<file path="src/rtl/alu_seq_p.sv">
// Handshaked multi-cycle ALU: W-bit unsigned operands, 2W-bit result.
// ADD/SUB/logic ops finish in one EXEC cycle; MUL (shift-add) and DIV (restoring) take W cycles.
module alu_seq_p #(
    parameter int W  = 4,
    parameter int CW = $clog2(W + 1)
) (
    input  logic           clk,
    input  logic           en,
    input  logic [W-1:0]   a,
    input  logic [W-1:0]   b,
    input  logic [2:0]     s,
    input  logic           in_valid,
    output logic           in_ready,
    output logic [2*W-1:0] y,
    output logic           carry,
    output logic           zero,
    output logic           dz,
    output logic           out_valid,
    input  logic           out_ready
);

    typedef enum logic [1:0] {IDLE, EXEC, DONE} state_t;

    localparam logic [2:0] OP_ADD = 3'd0, OP_SUB = 3'd1, OP_DIV = 3'd2, OP_MUL = 3'd3,
                           OP_AND = 3'd4, OP_OR  = 3'd5, OP_XOR = 3'd6;

    state_t           state_reg;
    logic [W-1:0]     a_reg, b_reg;
    logic [2:0]       s_reg;
    logic [CW-1:0]    cnt_reg;
    logic [2*W-1:0]   prod_reg, mcand_reg;
    logic [W-1:0]     rem_reg;
    logic [2*W-1:0]   y_reg;
    logic             carry_reg, zero_reg, dz_reg;

    logic [W:0]       sum_next;
    logic [W-1:0]     diff_next;
    logic [W-1:0]     and_next, or_next, xor_next;
    logic [2*W-1:0]   prod_next;
    logic [W:0]       trial;
    logic             take;
    logic [W-1:0]     rem_next, quot_next;
    logic             is_iter, iter_last;
    logic [2*W-1:0]   res_y;
    logic             res_carry, res_dz;

    assign sum_next  = {1'b0, a_reg} + {1'b0, b_reg};
    assign diff_next = a_reg - b_reg;

    generate
        for (genvar gi = 0; gi < W; gi++) begin : g_logic
            assign and_next[gi] = a_reg[gi] & b_reg[gi];
            assign or_next[gi]  = a_reg[gi] | b_reg[gi];
            assign xor_next[gi] = a_reg[gi] ^ b_reg[gi];
        end
    endgenerate

    // MUL: b_reg shifts right, mcand_reg shifts left, one partial product per cycle.
    assign prod_next = prod_reg + (b_reg[0] ? mcand_reg : '0);

    // DIV: a_reg shifts dividend bits out of its MSB and quotient bits into its LSB.
    // With b==0 every trial succeeds, giving an all-ones quotient and remainder == a.
    assign trial     = {rem_reg, a_reg[W-1]};
    assign take      = trial >= {1'b0, b_reg};
    assign rem_next  = take ? (trial[W-1:0] - b_reg) : trial[W-1:0];
    assign quot_next = {a_reg[W-2:0], take};

    assign is_iter   = (s_reg == OP_DIV) || (s_reg == OP_MUL);
    assign iter_last = (cnt_reg == CW'(1));

    always_comb begin
        res_y     = '0;
        res_carry = 1'b0;
        res_dz    = 1'b0;
        case (s_reg)
            OP_ADD: begin
                res_y     = {{(W-1){1'b0}}, sum_next};
                res_carry = sum_next[W];
            end
            OP_SUB: begin
                res_y     = {{W{1'b0}}, diff_next};
                res_carry = (a_reg < b_reg);
            end
            OP_DIV: begin
                res_y  = {rem_next, quot_next};
                res_dz = (b_reg == '0);
            end
            OP_MUL: res_y = prod_next;
            OP_AND: res_y = {{W{1'b0}}, and_next};
            OP_OR:  res_y = {{W{1'b0}}, or_next};
            OP_XOR: res_y = {{W{1'b0}}, xor_next};
            default: res_y = '0;
        endcase
    end

    always_ff @(posedge clk) begin
        if (en) begin
            state_reg <= IDLE;
            a_reg     <= '0;
            b_reg     <= '0;
            s_reg     <= '0;
            cnt_reg   <= '0;
            prod_reg  <= '0;
            mcand_reg <= '0;
            rem_reg   <= '0;
            y_reg     <= '0;
            carry_reg <= 1'b0;
            zero_reg  <= 1'b0;
            dz_reg    <= 1'b0;
        end else begin
            case (state_reg)
                IDLE: begin
                    if (in_valid) begin
                        a_reg     <= a;
                        b_reg     <= b;
                        s_reg     <= s;
                        cnt_reg   <= CW'(W);
                        prod_reg  <= '0;
                        mcand_reg <= {{W{1'b0}}, a};
                        rem_reg   <= '0;
                        state_reg <= EXEC;
                    end
                end
                EXEC: begin
                    if (is_iter) begin
                        cnt_reg <= cnt_reg - CW'(1);
                        if (s_reg == OP_MUL) begin
                            prod_reg  <= prod_next;
                            mcand_reg <= mcand_reg << 1;
                            b_reg     <= b_reg >> 1;
                        end else begin
                            rem_reg <= rem_next;
                            a_reg   <= quot_next;
                        end
                    end
                    if (!is_iter || iter_last) begin
                        y_reg     <= res_y;
                        carry_reg <= res_carry;
                        zero_reg  <= (res_y == '0);
                        dz_reg    <= res_dz;
                        state_reg <= DONE;
                    end
                end
                DONE: begin
                    if (out_ready) state_reg <= IDLE;
                end
                default: state_reg <= IDLE;
            endcase
        end
    end

    assign in_ready  = (state_reg == IDLE);
    assign out_valid = (state_reg == DONE);
    assign y         = y_reg;
    assign carry     = carry_reg;
    assign zero      = zero_reg;
    assign dz        = dz_reg;

endmodule

</file>
<file path="config.mk">
export PLATFORM = sky130hd
export DESIGN_NAME = alu_seq_p
export DESIGN_NICKNAME = d
export VERILOG_FILES = /design/src/rtl/alu_seq_p.sv
export SDC_FILE = /design/constraint.sdc
export NUM_CORES = 1
export LEC_CHECK = 0
export ABC_CLOCK_PERIOD_IN_PS = 4700
export CORE_MARGIN = 5
export CORE_UTILIZATION = 30
export DETAILED_ROUTE_END_ITERATION = 6
export HOLD_SLACK_MARGIN = 0.15
export SYNTH_ARGS = -nofsm -noshare
export SYNTH_HDL_FRONTEND = slang
export SYNTH_SLANG_ARGS = --single-unit
</file>
<file path="constraint.sdc">
create_clock -name clk -period 4.7 [get_ports clk]
set_input_delay 0.94 -clock clk [delete_from_list [all_inputs] [get_ports clk]]
set_output_delay 0.94 -clock clk [all_outputs]
set_load 0.02 [all_outputs]
</file>
; After elaboration in Yosys (flattened, before gate mapping)
; Index checks and enable logic that the tools add are counted.
[totals]
output_inout_bits = 13
reg_bits = 47
[op_classes]
n_addsub = 5
order_cmp = 2
muxes = 32
eq_ne = 15
n_bitwise = 12
reduce_logical = 14
[op_table]
columns = op, n
row1 = $mux 8, 7
row2 = $pmux 8 s7, 1
row3 = $mux 4, 10
row4 = $pmux 8 s2, 2
row5 = $pmux 4 s2, 3
row6 = $ne 2x2->1 const B, 5
row7 = $eq 3x3->1 const B, 3
row8 = $add 8x8->8, 1
row9 = $logic_not 8->1, 1
row10 = $reduce_and 4->1, 2
row11 = $sub 4x4->4, 2
row12 = $eq 3x1->1 const B, 2
row13 = $eq 3x2->1 const B, 2
row14 = $mux 2, 3
row15 = $mux 3, 2
row16 = $pmux 2 s3, 1
row17 = $pmux 3 s2, 1
row18 = $reduce_and 3->1, 2
row19 = $add 4x4->5, 1
row20 = $ge 5x4->1, 1
row21 = $and 1x1->1, 4
row22 = $logic_not 4->1, 1
row23 = $lt 4x4->1, 1
row24 = $or 1x1->1, 4
row25 = 13 further kinds, 18

; Logic depth before layout (Yosys ltp)
[depth]
ltp_word = 6
ltp_mapped = 10

; Worst setup path before layout
; Ideal clock, no wire load.
[synth_path]
kind = reg-to-reg
start = register b_reg[0]
end = register zero_reg (netlist: zero)
period_less_slack_ns = 2.678
arrival_ns = 2.594
slack_ns = 2.022
n_path_buf = 1
path_stages_with_launch = 11
path_cell_list = dfxtp_1 -> clkbuf_1 -> and2_1 -> ha_1 -> fa_1 -> mux4_2 -> or2_1 -> a21oi_1 -> and4bb_1 -> nand4_1 -> o31ai_2
[synth_between]
elab_chain_cells = 4
[synth_lines]
columns = item, line_no
row1 = "start, declared", 28  ; logic [W-1:0] a_reg, b_reg;
row2 = "start signal, assigned", 130  ; b_reg <= b_reg >> 1;
row3 = "$mux 8, or another cell as far along", 59  ; assign prod_next = prod_reg + (b_reg[0] ? mcand_reg : '0);
row4 = $add 8x8->8 / $mux 4 (equally long branches), "59, 65"
row5 = $pmux 8 s7 *, 75  ; case (s_reg)
row6 = $logic_not 8->1 *, 139  ; zero_reg <= (res_y == '0);
row7 = "end signal, assigned", 139
row8 = "end, declared", 34  ; logic carry_reg, zero_reg, dz_reg;
; Every way passes the cells marked *; elsewhere a longest branch is shown, timed or not.
; A chain may end at the register's enable or synchronous reset.

; Worst setup path after layout
; Ends and elaborated chain as after synthesis.

==> PnR_summary.wiki <==
{| class="wikitable"
! Metric !! Value
|-
| Run status || finished clean
|-
| Mapped Avg Cell Area || 8.08 sq um
|-
| Nets || 440
|-
| Static leakage || 1.34 nW
|-
| Global-route congestion overflow total || 0
|-
| Register bit total from synthesis || 47
|-
| Synthesized instance count || 379
|-
| Worst ir drop on vdd || 107 uV
|-
| EDFF count, synth || 0
|-
| Total die area || 12300 sq um
|-
| Floorplan die height || 111 microns
|-
| Setup TNS || 0 ns
|-
| Number of core rows || 36
|-
| Global-route usage over all layers || 13.6%
|-
| CTS tree || done
|-
| Overall die width || 111 microns
|-
| Count of unresolved DRC violations after routing || 0
|-
| Worst path cell trace || and2_1 > ha_1 > fa_1 > a211oi_1 > nor3b_1 > o31ai_1 > mux2i_1 > o2111ai_1 > o31ai_2
|-
| Count of H-tree levels built during CTS || 2
|-
| Pin slew with the least headroom to its limit || 0.950 ns
|-
| CTS root buffer || clkbuf_8
|-
| CTS clk-pin slew, worst paths || 0.09 ns
|-
| Wire length of the first global-routing pass || 13.9 mm
|-
| Reg-to-Reg Start || b_reg[0]$_SDFFE_PP0P_
|-
| Commonest non-fill, non-tap cell in the layout || dfxtp_1
|-
| Initial core utilization || 31.0%
|-
| Largest net degree at the start of global routing || 24
|-
| Slew margin rel. || 36.5%
|-
| Reg-to-reg endpoint || zero$_SDFFE_PP0P_
|-
| Commonest register cell after synthesis || dfxtp_1
|-
| RD Place Congestion || 0.896
|-
| Count of antenna diodes in the layout || 0
|-
| Final hold violation count || 0
|-
| Postcts setup bufs || 0
|-
| Delay of the slowest critical-path stage || 0.43 ns
|-
| Number of sinks on the clock net || 47
|-
| RSZ-0062 raised after global routing || no
|-
| Number of hold buffers added after CTS || 0
|-
| Core area || 9860 sq um
|-
| Pins Over Slew Limit || 0
|-
| Hold depth || 2
|-
| Number of max-cap violations || 0
|-
| Crit path buffers/inverters || 0
|-
| Worst-case register-to-register setup slack || 1.89 ns
|-
| Cell with the biggest individual delay on the critical path || dfxtp_1
|-
| Total wire length || 8.41 mm
|-
| Post-DR vias/cell || 5.22
|-
| Most used cells in the layout excluding fill and tap cells || dfxtp_1 (47), nand2_1 (42), nor2_1 (39)
|-
| Number of port buffers || 27
|-
| TritonCTS Buffers || 5
|-
| Synthesis Warnings || 0
|-
| Worst Hold Path EP || mcand_reg[7]$_SDFFE_PP0P_
|-
| Critical path peak fanout || 14
|-
| Violation count after the first detailed-route iteration || 138
|-
| Critical path startpoint category || flip-flop
|-
| Portion of the post-synthesis area used by sequential elements || 30.7%
|-
| Via count of the first global-routing pass || 2701
|-
| Number of iterations in the first detailed-routing pass || 4
|-
| Layout cell share with drive strength beyond 1 || 4.29%
|-
| Share of synthesized registers carrying an async set or reset || 0%
|-
| Period Utilization, post-route || 59.8%
|-
| Final worst path period need || 2.81 ns
|-
| CP arrival || 3.03 ns
|-
| Setup-violating endpoint count in the final report || 0
|-
| Critical Setup Path Class || reg2reg
|-
| Kind of capture point of the worst setup path || flip-flop
|-
| Area Growth Syn to Fin || 15.1%
|-
| Area of the mapped netlist || 3060 sq um
|-
| Worst-case clock buffer depth || 2
|-
| Kind of path behind the tightest hold check || reg2reg
|-
| Syn_nets || 423
|-
| Final cell utilization of the core || 35.7%
|-
| HPWL after detailed placement || 6.50 mm
|-
| Top Family by Delay on Critical Path || compound AO/OA/AOI/OAI gates
|-
| Initial antenna violation count || 0
|-
| Data required time at the worst endpoint || 4.92 ns
|-
| Launch instance of the worst min-delay path || mcand_reg[7]$_SDFFE_PP0P_
|-
| Total via count in the routed design || 2762
|-
| Highest Clock Rate || 356 MHz
|-
| Depth of the worst register-to-register path || 9
|-
| Post-route clock skew || 0.00884 ns
|-
| Total power density per cell area || 272 nW/um^2
|-
| Average wire per cell in the routed design || 15.9 microns
|-
| Number of I/O pins || 28
|-
| Worst skew pair latency || 0.30 ns
|-
| Number of routed nets with antenna violations || 0
|-
| Cell variety after synth || 52
|-
| Post-cts sizing count || 0
|}
-- worst max-delay path by stage --
stage                     startpoint                end  slack [ns]  depth (start not counted)
2_1_floorplan  b_reg[0]$_SDFFE_PP0P_  zero$_SDFFE_PP0P_        2.02                         10
3_3_place_gp                      en  zero$_SDFFE_PP0P_        1.91                          5
3_5_place_dp   b_reg[0]$_SDFFE_PP0P_  zero$_SDFFE_PP0P_        1.89                          9
4_1_cts        b_reg[0]$_SDFFE_PP0P_  zero$_SDFFE_PP0P_        1.88                          9
5_1_grt        b_reg[0]$_SDFFE_PP0P_  zero$_SDFFE_PP0P_        1.65                          9
6_report       b_reg[0]$_SDFFE_PP0P_  zero$_SDFFE_PP0P_        1.89                          9
-- metrics by stage --
stage / hold slack (ns) / worst slack (ns) / cell area [sq um] / std cells / total power [W]
after global routing: 0.481 / 1.65 / 3520 / 529 / 0.00101
after detailed placement: 0.446 / 1.89 / 3440 / 522 / 0.000714
after floorplan: 0.432 / 2.02 / 3060 / 379 / 0.000631
after CTS: 0.458 / 1.88 / 3520 / 529 / 0.000964
final: 0.457 / 1.89 / 3520 / 529 / 0.000959
after global placement: 0.447 / 1.91 / 3440 / 522 / 0.000712
-- routing by layer --
layer	GRT usage, %	wire (microns)
met1	18.4	3920
met2	21.8	3840
met3	3.17	522
met4	3.65	125
met5	0	0
-- tightest hold or removal path, delay by kind of cell (launching register included) --
kind,cells,cell delay (ns)
flip-flops,1,0.31
AND/OR/NAND/NOR,1,0.05
AO/OA/AOI/OAI,1,0.05
-- where the power goes --
part / switching (W) / total [W] / internal, W
clock: 0.000136 / 0.000251 / 0.000116
sequential: 0.0000294 / 0.000448 / 0.000419
combinational: 0.000150 / 0.000259 / 0.000109
total: 0.000315 / 0.000959 / 0.000644
-- synth_stat cells, types with 6 or more instances --
master | n | area (sq um)
a211oi_1 | 15 | 113
a21oi_1 | 34 | 170
a31oi_1 | 7 | 43.8
and2_1 | 16 | 100
clkbuf_1 | 15 | 56.3
dfxtp_1 | 47 | 941
ha_1 | 25 | 313
inv_1 | 17 | 63.8
nand2_1 | 42 | 158
nand2b_1 | 7 | 43.8
nand3_1 | 15 | 75.1
nor2_1 | 39 | 146
nor2b_1 | 6 | 37.5
nor3_1 | 7 | 35.0
xor2_1 | 7 | 61.3
-- cell type report --
type                            instances  area [sq um]
Timing Repair Buffer                   31           300
Clock inverter                          1          5.00
Tap cell                              133           166
Sequential cell                        47           941
Inverter                               17          63.8
Multi-Input combinational cell        294          1960
Clock buffer                            6          82.6
Fill cell                            1032          6340
-- kinds of logic after synthesis --
family                     share of synthesized area [%]
and+or+nand+nor                                     23.4
adders and majority gates                           12.8
AOI/OAI and AO/OA                                   22.1
muxes                                               2.37
xor gates and xnor gates                            3.43
buffers and inverters                               5.11
DFF                                                 30.7
Note: power is estimated with default switching activity, not from simulation.
